File: config.mk
export PLATFORM = sky130hd
export DESIGN_NAME = regfile_wb
export DESIGN_NICKNAME = d
export VERILOG_FILES = /design/src/rtl/regfile_wb_pkg.sv /design/src/rtl/regfile_wb_chk.sv /design/src/rtl/wb_ld_fifo.sv /design/src/rtl/regfile_wb.sv
export SDC_FILE = /design/constraint.sdc
export NUM_CORES = 1
export LEC_CHECK = 0
export CORE_MARGIN = 5
export CORE_UTILIZATION = 47
export DETAILED_ROUTE_END_ITERATION = 10
export PLACE_DENSITY = 0.79
export SLEW_MARGIN = 10
export SYNTH_ARGS = -nofsm -noshare
export SYNTH_HDL_FRONTEND = slang
export SYNTH_SLANG_ARGS = --single-unit
export TNS_END_PERCENT = 50
File: constraint.sdc
create_clock -name clk -period 5.4 [get_ports clk]
set_clock_uncertainty 0.15 [all_clocks]
set_input_delay 1.08 -clock clk [delete_from_list [all_inputs] [get_ports clk]]
set_output_delay 1.08 -clock clk [all_outputs]
set_load 0.05 [all_outputs]
File: src/rtl/regfile_wb_pkg.sv
// Shared types for the register-file writeback controller.
// Build option REGFILE_WB_BYPASS_EN is consumed by regfile_wb.sv.
package regfile_wb_pkg;

   localparam int REG_NUM = 32;
   localparam int REG_AW  = 5;

   typedef struct packed {
      logic [REG_AW-1:0] rd_addr;
      logic [31:0]       data;
   } wb_req_t;

   typedef enum logic {
      WB_SRC_ALU = 1'b0,
      WB_SRC_LD  = 1'b1
   } wb_src_e;

   // One-hot register decode; x0 never maps to a scoreboard bit.
   function automatic logic [REG_NUM-1:0] reg_dec(input logic [REG_AW-1:0] addr);
      logic [REG_NUM-1:0] oh;
      oh       = '0;
      oh[addr] = 1'b1;
      oh[0]    = 1'b0;
      return oh;
   endfunction

endpackage

File: src/rtl/regfile_wb_chk.sv
// Protocol checks for regfile_wb: no ALU result during hold, no ALU write to a pending load target.
module regfile_wb_chk
   import regfile_wb_pkg::*;
(
   input logic               clk,
   input logic               rst,
   input logic               alu_valid,
   input logic [REG_AW-1:0]  alu_rd_addr,
   input logic               alu_hold,
   input logic [REG_NUM-1:0] pend
);

   a_no_alu_during_hold: assert property (@(posedge clk) disable iff (!rst)
      !(alu_valid && alu_hold));

   a_no_alu_to_pending: assert property (@(posedge clk) disable iff (!rst)
      !(alu_valid && pend[alu_rd_addr]));

endmodule

File: src/rtl/wb_ld_fifo.sv
// Load-response buffer: power-of-two depth, extra pointer bit tells full from empty.
module wb_ld_fifo
   import regfile_wb_pkg::*;
#(
   parameter int DEPTH = 2
)(
   input  logic    clk,
   input  logic    rst,
   input  logic    push,
   input  wb_req_t push_data,
   input  logic    pop,
   output wb_req_t head,
   output logic    full,
   output logic    empty
);

   localparam int PW = $clog2(DEPTH);

   wb_req_t       mem_r [DEPTH];
   logic [PW:0]   wptr_r;
   logic [PW:0]   rptr_r;
   logic          do_push_s;
   logic          do_pop_s;

   assign do_push_s = push && !full;
   assign do_pop_s  = pop && !empty;
   assign empty     = (wptr_r == rptr_r);
   assign full      = (wptr_r[PW] != rptr_r[PW]) && (wptr_r[PW-1:0] == rptr_r[PW-1:0]);
   assign head      = mem_r[rptr_r[PW-1:0]];

   // Read/write pointers; reset discards any buffered responses.
   always_ff @(posedge clk) begin
      if (!rst) begin
         wptr_r <= '0;
         rptr_r <= '0;
      end else begin
         if (do_push_s) wptr_r <= wptr_r + 1'b1;
         if (do_pop_s)  rptr_r <= rptr_r + 1'b1;
      end
   end

   // Payload storage; contents are meaningless while empty so no reset.
   always_ff @(posedge clk) begin
      if (do_push_s) mem_r[wptr_r[PW-1:0]] <= push_data;
   end

endmodule

File: src/rtl/regfile_wb.sv
// Writeback arbiter (ALU vs buffered loads), starvation guard and load scoreboard.
// Build option REGFILE_WB_BYPASS_EN: stall ignores a pending reg being written by a load this cycle.
module regfile_wb
   import regfile_wb_pkg::*;
#(
   parameter int LD_BUF_DEPTH = 2,
   parameter int STARVE_MAX   = 4
)(
   input  logic              clk,
   input  logic              rst,
   input  logic              i_alu_valid,
   input  logic [REG_AW-1:0] i_alu_rd_addr,
   input  logic [31:0]       i_alu_rd_data,
   output logic              o_alu_hold,
   input  logic              i_ld_issue,
   input  logic [REG_AW-1:0] i_ld_issue_rd,
   input  logic              i_ld_valid,
   output logic              o_ld_ready,
   input  logic [REG_AW-1:0] i_ld_rd_addr,
   input  logic [31:0]       i_ld_data,
   output logic              o_rd_wr,
   output logic [REG_AW-1:0] o_rd_addr,
   output logic [31:0]       o_rd_data,
   input  logic [REG_AW-1:0] i_rs1_addr,
   input  logic [REG_AW-1:0] i_rs2_addr,
   input  logic [REG_AW-1:0] i_chk_rd,
   output logic              o_stall
);

   localparam int                 CW       = $clog2(STARVE_MAX) + 1;
   localparam logic [CW-1:0]      CNT_LAST = CW'(STARVE_MAX - 1);

   wb_req_t             ld_req_s;
   wb_req_t             head_s;
   wb_req_t             win_s;
   logic                fifo_full_s;
   logic                fifo_empty_s;
   logic                sel_alu_s;
   logic                sel_ld_s;
   logic                rd_wr_r;
   logic [REG_AW-1:0]   rd_addr_r;
   logic [31:0]         rd_data_r;
   wb_src_e             src_r;
   logic                src_ld_s;
   logic [CW-1:0]       starve_cnt_r;
   logic                hold_r;
   logic [REG_NUM-1:0]  pend_r;
   logic [REG_NUM-1:0]  sb_set_s;
   logic [REG_NUM-1:0]  sb_clr_s;
   logic [REG_NUM-1:0]  vis_s;

   assign ld_req_s.rd_addr = i_ld_rd_addr;
   assign ld_req_s.data    = i_ld_data;
   assign o_ld_ready       = !fifo_full_s;
   assign src_ld_s         = (src_r == WB_SRC_LD);

   wb_ld_fifo #(.DEPTH(LD_BUF_DEPTH)) u_ld_fifo (
      .clk       (clk),
      .rst       (rst),
      .push      (i_ld_valid),
      .push_data (ld_req_s),
      .pop       (sel_ld_s),
      .head      (head_s),
      .full      (fifo_full_s),
      .empty     (fifo_empty_s)
   );

   // Fixed-priority arbitration: ALU first, then FIFO head.
   always_comb begin
      sel_alu_s = 1'b0;
      sel_ld_s  = 1'b0;
      win_s     = '0;
      if (i_alu_valid) begin
         sel_alu_s     = 1'b1;
         win_s.rd_addr = i_alu_rd_addr;
         win_s.data    = i_alu_rd_data;
      end else if (!fifo_empty_s) begin
         sel_ld_s = 1'b1;
         win_s    = head_s;
      end else begin
         win_s = '0;
      end
   end

   // Registered write port; x0 destinations are consumed but never written.
   always_ff @(posedge clk) begin
      if (!rst) begin
         rd_wr_r   <= 1'b0;
         rd_addr_r <= '0;
         rd_data_r <= 32'h0000_0000;
         src_r     <= WB_SRC_ALU;
      end else if (sel_alu_s || sel_ld_s) begin
         rd_wr_r   <= (win_s.rd_addr != 5'd0);
         rd_addr_r <= win_s.rd_addr;
         rd_data_r <= win_s.data;
         src_r     <= sel_ld_s ? WB_SRC_LD : WB_SRC_ALU;
      end else begin
         rd_wr_r <= 1'b0;
      end
   end

   // Starvation guard: the counter saturates at its last value until a pop frees the head.
   always_ff @(posedge clk) begin
      if (!rst) begin
         starve_cnt_r <= '0;
         hold_r       <= 1'b0;
      end else begin
         hold_r <= 1'b0;
         if (fifo_empty_s || sel_ld_s) begin
            starve_cnt_r <= '0;
         end else if (sel_alu_s) begin
            if (starve_cnt_r == CNT_LAST) hold_r <= 1'b1;
            else                          starve_cnt_r <= starve_cnt_r + 1'b1;
         end
      end
   end

   // Scoreboard set/clear masks; a load leaving the write port clears its bit.
   always_comb begin
      sb_set_s = '0;
      sb_clr_s = '0;
      if (i_ld_issue) sb_set_s = reg_dec(i_ld_issue_rd);
      else            sb_set_s = '0;
      if (rd_wr_r && src_ld_s) sb_clr_s = reg_dec(rd_addr_r);
      else                     sb_clr_s = '0;
   end

   // Pending-load scoreboard; a new issue beats a same-cycle clear.
   always_ff @(posedge clk) begin
      if (!rst) pend_r <= '0;
      else      pend_r <= (pend_r & ~sb_clr_s) | sb_set_s;
   end

   // Decode hazard stall.
   always_comb begin
      vis_s = pend_r;
`ifdef REGFILE_WB_BYPASS_EN
      if (rd_wr_r && src_ld_s) vis_s = pend_r & ~sb_clr_s;
      else                     vis_s = pend_r;
`else
      vis_s = pend_r;
`endif
      o_stall = vis_s[i_rs1_addr] | vis_s[i_rs2_addr] | vis_s[i_chk_rd];
   end

   assign o_rd_wr    = rd_wr_r;
   assign o_rd_addr  = rd_addr_r;
   assign o_rd_data  = rd_data_r;
   assign o_alu_hold = hold_r;

   regfile_wb_chk u_chk (
      .clk         (clk),
      .rst         (rst),
      .alu_valid   (i_alu_valid),
      .alu_rd_addr (i_alu_rd_addr),
      .alu_hold    (hold_r),
      .pend        (pend_r)
   );

endmodule

# --- Word-level counts from Yosys, hierarchy flattened ---
# Memories as Yosys holds them, arrays and structs flattened. A register that Yosys moved wholly into a read port is not among the register bits.
# Cells that the tools add are included.
totals:
  regBits: 79
  ramBits: 74
  inputBits: 99
  out_inout_bits: 41
  elab_cells: 70
  n_memories: 1
classes:
  n_addsub: 3
  n_lt_le_gt_ge: 7
  eq_ne: 4
  mux: 23
  n_bitwise: 8
  reduce_logical: 15
mem_list:
  columns: ["memory", "words", "width", "read_ports", "rd_clocked_by_memory_dff", "write_ports", "line_no", "source"]
  rows:
  - ["u_ld_fifo.mem_r", 2, 37, 1, 1, 1, "wb_ld_fifo.sv:19", "wb_req_t mem_r [DEPTH];"]
ops:
  columns: ["op", "count"]
  rows:
  - ["$mux W37", 2]
  - ["$mux W32", 2]
  - ["$and A32 B32 Y32", 1]
  - ["$not A32 Y32", 1]
  - ["$or A32 B32 Y32", 1]
  - ["$lt A5 B6 Y1 const B", 5]
  - ["$bmux W1 S5", 3]
  - ["$mux W1", 14]
  - ["$demux W1 S5", 2]
  - ["$ge A5 B1 Y1 const B", 2]
  - ["$logic_and A1 B1 Y1", 6]
  - ["$reduce_bool A5 Y1", 1]
  - ["$add A2 B1 Y2 const B", 2]
  - ["$reduce_and A2 Y1", 2]
  - ["$add A3 B1 Y3 const B", 1]
  - ["$eq A3 B2 Y1 const B", 1]
  - ["$not A1 Y1", 3]
  - ["$reduce_or A3 Y1", 1]
  - ["$eq A2 B2 Y1", 1]
  - ["$logic_not A1 Y1", 2]
  - ["$logic_or A1 B1 Y1", 2]
  - ["$or A1 B1 Y1", 2]
  - ["$reduce_or A2 Y1", 1]
  - ["$eq A1 B1 Y1", 1]
  - ["$ne A1 B1 Y1", 1]

# --- Longest topological paths before layout ---
depth:
  depth_word: 8
  mapped_depth: 6
  mapped_depth_nobuf: 5

# --- Hierarchy ---
# From an unflattened synthesis, not the netlist that was laid out.
unflattened:
  hier_cells: 616
  area_unflattened_um2: 7188.1
by_module_without_submodules:
  columns: ["module", "instances", "cells_per_inst", "area_each_um2", "seq_area_each_um2"]
  rows:
  - ["regfile_wb", 1, 469, 4260.3, 1481.4]
  - ["wb_ld_fifo", 1, 147, 2927.8, 2322.2]

# --- Worst setup path after synthesis ---
# No wires, ideal clock.
synth_path:
  kind: "input -> output"
  start: "input i_rs2_addr[0]"
  end: "output o_stall"
  t_arrival_ns: 2.608
  required_time_ns: 4.170
  slack_ns: 1.562
  stages: 6
  path_buffers: 1
  cell_sequence: "buf_2 -> mux4_1 -> inv_1 -> a2111oi_0 -> a311oi_1 -> nand4_1"
synth_between:
  elab_chain_cells: 4
synth_lines:
  columns: ["element", "line_no", "source"]
  rows:
  - ["start: declaration", "regfile_wb.sv:25", "input logic [REG_AW-1:0] i_rs2_addr,"]
  - ["$bmux W1 S5", "regfile_wb.sv:143", "o_stall = vis_s[i_rs1_addr] | vis_s[i_rs2_addr] | vis_s[i_chk_rd];"]
  - ["$mux W1 (implied by the code)", "regfile_wb.sv:143", null]
  - ["$or A1 B1 Y1 (2 in a row)", "regfile_wb.sv:143", null]
  - ["end: declaration", "regfile_wb.sv:27", "output logic o_stall"]
# No other way between the ends. The select of a mux whose other input is x is not followed.

# --- Worst setup path in the final report ---
layout_path:
  start: "input i_chk_rd[0]"
  end: "output o_stall"
layout_between:
  elab_chain_cells: 3
layout_lines:
  columns: ["element", "line_no", "source"]
  rows:
  - ["start: declaration", "regfile_wb.sv:26", "input logic [REG_AW-1:0] i_chk_rd,"]
  - ["$bmux W1 S5", "regfile_wb.sv:143", null]
  - ["$mux W1 (implied by the code)", "regfile_wb.sv:143", null]
  - ["$or A1 B1 Y1", "regfile_wb.sv:143", null]
# No other way between the ends. The select of a mux whose other input is x is not followed.

==> results.sh <==
export IMPL_arrival_ns=3.86
export IMPL_clk_pin_slew_ns=0.06
export IMPL_place_congestion=0.956
export IMPL_status="finished, final reports clean"
export IMPL_gr_total_overflow=0
export IMPL_final_max_slew_viol_count=0
export IMPL_ir_worst_vdd_mv=0.298
export IMPL_intPower_mw=2.57
export IMPL_ys_async_sr_fraction_pct=0
export IMPL_start_util_pct=48.2
export IMPL_crit_buf_inv=3
export IMPL_ios=140
export IMPL_synth_main_ff_cell="dfxtp_1"
export IMPL_diodes=0
export IMPL_dp_cells=916
export IMPL_worst_path_most_repeated_cell="clkdlybuf4s50_1"
export IMPL_wl_um=18400
export IMPL_crit_path_cell_trace="clkdlybuf4s50_1 -> mux4_2 -> inv_1 -> a2111oi_0 -> nor3_1 -> nand4_1 -> clkdlybuf4s50_1"
export IMPL_grt_max_degree=74
export IMPL_period_share_pct=94.3
export IMPL_synth_edff_count=74
export IMPL_syn_area_um2=7030
export IMPL_place_hpwl_um=12900
export IMPL_worst_setup_path_start_kind="input pin"
export IMPL_period_needed_ns=5.09
export IMPL_hold_viol=0
export IMPL_pwr_share_comb_pct=31.9
export IMPL_syn_nets=725
export IMPL_critPathKind="input pin to output pin"
export IMPL_p_seq_share_pct=38.7
export IMPL_cp_end_kind="output pin"
export IMPL_grt_pass1_wl_um=29600
export IMPL_portBuffers=139
export IMPL_netlist_instances=624
export IMPL_leakagePower_nw=3.21
export IMPL_grt_setup_unrepaired="no"
export IMPL_core_area_um2=14600
export IMPL_net_switching_power_mw=1.35
export IMPL_hold_buffers=0
export IMPL_die_area_um2=17500
export IMPL_grt_pass1_vias=5790
export IMPL_sw_frac_of_total_pct=34.4
export IMPL_required_ns=4.17
export IMPL_drive_above_1_share_pct=8.77
export IMPL_setup_viol=0
export IMPL_cts_sinks=153
export IMPL_gr_usage_met3_pct=7.40
export IMPL_insertion_delay_ns=0.42
export IMPL_die_h_um=132
export IMPL_global_route_usage_met2_pct=35.3
export IMPL_rows=44
export IMPL_wl_per_cell_um=19.5
export IMPL_die_w_um=132
export IMPL_cts_buffers=17
export IMPL_yosysWarningCount=0
export IMPL_synth_seq_cells=153
export IMPL_met1_usage_pct=24.6
export IMPL_cts_resized=0
export IMPL_cp_max_fo=12
export IMPL_clockPowerShare_pct=29.4
export IMPL_setup_tns_ns=0
export IMPL_cellPowerDensity_nw_per_um2=432
export IMPL_tightest_slew_ns=1.02
export IMPL_min_path_type="register to register"
export IMPL_slowest_stage="clkdlybuf4s50_1"
export IMPL_cp_slowest_stage_delay_ns=0.81
export IMPL_cpLargestDelayFamily="buffers and inverters"
export IMPL_nNetsFinal=852
export IMPL_drc=0
export IMPL_post_cts_setup_buffers=0
export IMPL_top_usage_layer="met2"
export IMPL_cts_htree_levels=4
export IMPL_syn_to_final_growth_pct=29.3
export IMPL_synth_cell_types=50
export IMPL_yosysSeqAreaShare_pct=54.1
export IMPL_syn_area_per_cell_um2=11.3
export IMPL_track_usage_pct=21.0
export IMPL_drtAntennaViolNets=0
export IMPL_firstDrtPassIters=5
export IMPL_maxCapViolCount=0
export IMPL_fin_cells=948
export IMPL_vias=5468
export IMPL_fmax_mhz=196
export IMPL_vias_per_cell=5.77
export IMPL_max_slew_margin_pct=32.1
export IMPL_cts_tree="done"
export IMPL_antenna_found_initial=0
export IMPL_drt_iter0_drc=398
export IMPL_clk_root_buffer_cell="clkbuf_16"
export IMPL_clockBufferDepth=2
[power groups by stage]
stage,Combinational (mW),Clock (mW),Sequential (mW)
after floorplan,0.719,0,1.72
after global placement,1.22,0,1.53
after detailed placement,1.25,0,1.54
after CTS,1.26,1.17,1.52
after global routing,1.35,1.22,1.54
final,1.25,1.15,1.52
[cell usage in the layout, fill, tap and decap left out, types with 6 or more instances in the layout]
| cell | n |
|---|---|
| clkdlybuf4s50_1 | 137 |
| nand2_1 | 83 |
| dfxtp_1 | 78 |
| edfxtp_1 | 74 |
| nor2_1 | 54 |
| mux2i_1 | 46 |
| a21boi_0 | 37 |
| o21ai_0 | 32 |
| a211o_1 | 32 |
| a21boi_1 | 32 |
| clkbuf_16 | 17 |
| mux4_2 | 10 |
| mux2_2 | 9 |
| nor2b_1 | 8 |
| buf_4 | 8 |
| inv_1 | 6 |
| nand3_1 | 6 |
| nor3b_1 | 6 |
| nand3b_1 | 6 |
| a22oi_1 | 6 |
[cells in the mapped netlist (3+ instances only)]
library cell | count | share of area (%)
inv_1 | 6 | 0.32
mux4_2 | 10 | 3.2
clkbuf_1 | 21 | 1.1
nor2b_1 | 8 | 0.71
nand2_1 | 83 | 4.4
mux2_2 | 9 | 1.4
nand2b_1 | 3 | 0.27
mux4_1 | 3 | 1.1
o21ai_0 | 32 | 2.3
a211o_1 | 32 | 4.0
buf_2 | 8 | 0.57
edfxtp_1 | 74 | 32
a21oi_1 | 3 | 0.21
o2111ai_1 | 3 | 0.37
nand3_1 | 6 | 0.43
a2111oi_0 | 4 | 0.50
a21boi_1 | 32 | 3.4
xnor2_1 | 4 | 0.50
buf_4 | 7 | 0.75
and2_1 | 4 | 0.36
nor3b_1 | 6 | 0.64
a21boi_0 | 37 | 4.0
mux2i_1 | 46 | 6.6
nand3b_1 | 6 | 0.64
and3_1 | 4 | 0.36
nor2_1 | 55 | 2.9
dfxtp_1 | 79 | 23
a22oi_1 | 6 | 0.64
[per-stage QoR]
step | setup WS, ns | power (mW) | hold WS, ns | area, µm² | util [%]
5_1_grt | 0.144 | 4.11 | 0.402 | 9090 | 62.3
6_report | 0.308 | 3.93 | 0.379 | 9090 | 62.3
2_1_floorplan | 1.56 | 2.44 | 0.304 | 7030 | -
4_1_cts | 0.344 | 3.95 | 0.381 | 9090 | 62.3
3_5_place_dp | 0.341 | 2.79 | 0.365 | 8510 | 58.3
3_3_place_gp | 0.342 | 2.75 | 0.313 | 8510 | 58.3
[registers in the layout (all words and copies together) (netlist names), named ones only]
signal,count
o_rd_data,32
o_rd_wr,1
o_rd_addr,5
pend_r,31
u_ld_fifo.wptr_r,2
starve_cnt_r,3
u_ld_fifo.mem_r,74
src_ld_s,1
u_ld_fifo.rptr_r,2
o_alu_hold,1
[cells by family after synthesis]
| logic type | after synthesis | synth area share, % |
|---|---|---|
| and+or+nand+nor | 189 | 12.3 |
| AOI/OAI and AO/OA | 159 | 16.6 |
| DFF | 153 | 54.1 |
| muxes | 69 | 12.5 |
| buffers and inverters | 45 | 3.15 |
| xor gates and xnor gates | 7 | 0.979 |
| adders and majority gates | 2 | 0.356 |
[final timing paths]
path	from	end	slack [ns]	cells after the start
setup / recovery	i_chk_rd[0]	o_stall	0.31	7
hold / removal	starve_cnt_r[1]	starve_cnt_r[1]	0.38	2
hold reg to reg	starve_cnt_r[1]	starve_cnt_r[1]	0.38	2
setup reg to reg	u_ld_fifo.wptr_r[1]	u_ld_fifo.mem_r[0][36]	3.08	5
[cell type report]
class | count | area (µm²)
Fill cell | 1133 | 5500
Sequential cell | 153 | 3800
Multi-Input combinational cell | 426 | 3010
Timing Repair Buffer | 147 | 1440
Clock buffer | 18 | 429
Tap cell | 184 | 230
Clock inverter | 14 | 149
Inverter | 6 | 22.5
[worst register-to-register path: stages (launching register included)]
cell	delay, ns
dfxtp_1	0.33
xnor2_1	0.34
nand2b_1	0.22
nand2_1	0.13
nor2_4	0.38
buf_4	0.42
[metal layers]
layer | share of wire, % | vias to the layer above
met2 | 48 | 241
met5 | 0 | -
met1 | 40 | 2616
met4 | 3.1 | 0
li1 | - | 2561
met3 | 8.8 | 50
Power figures use the tool's default switching activity.
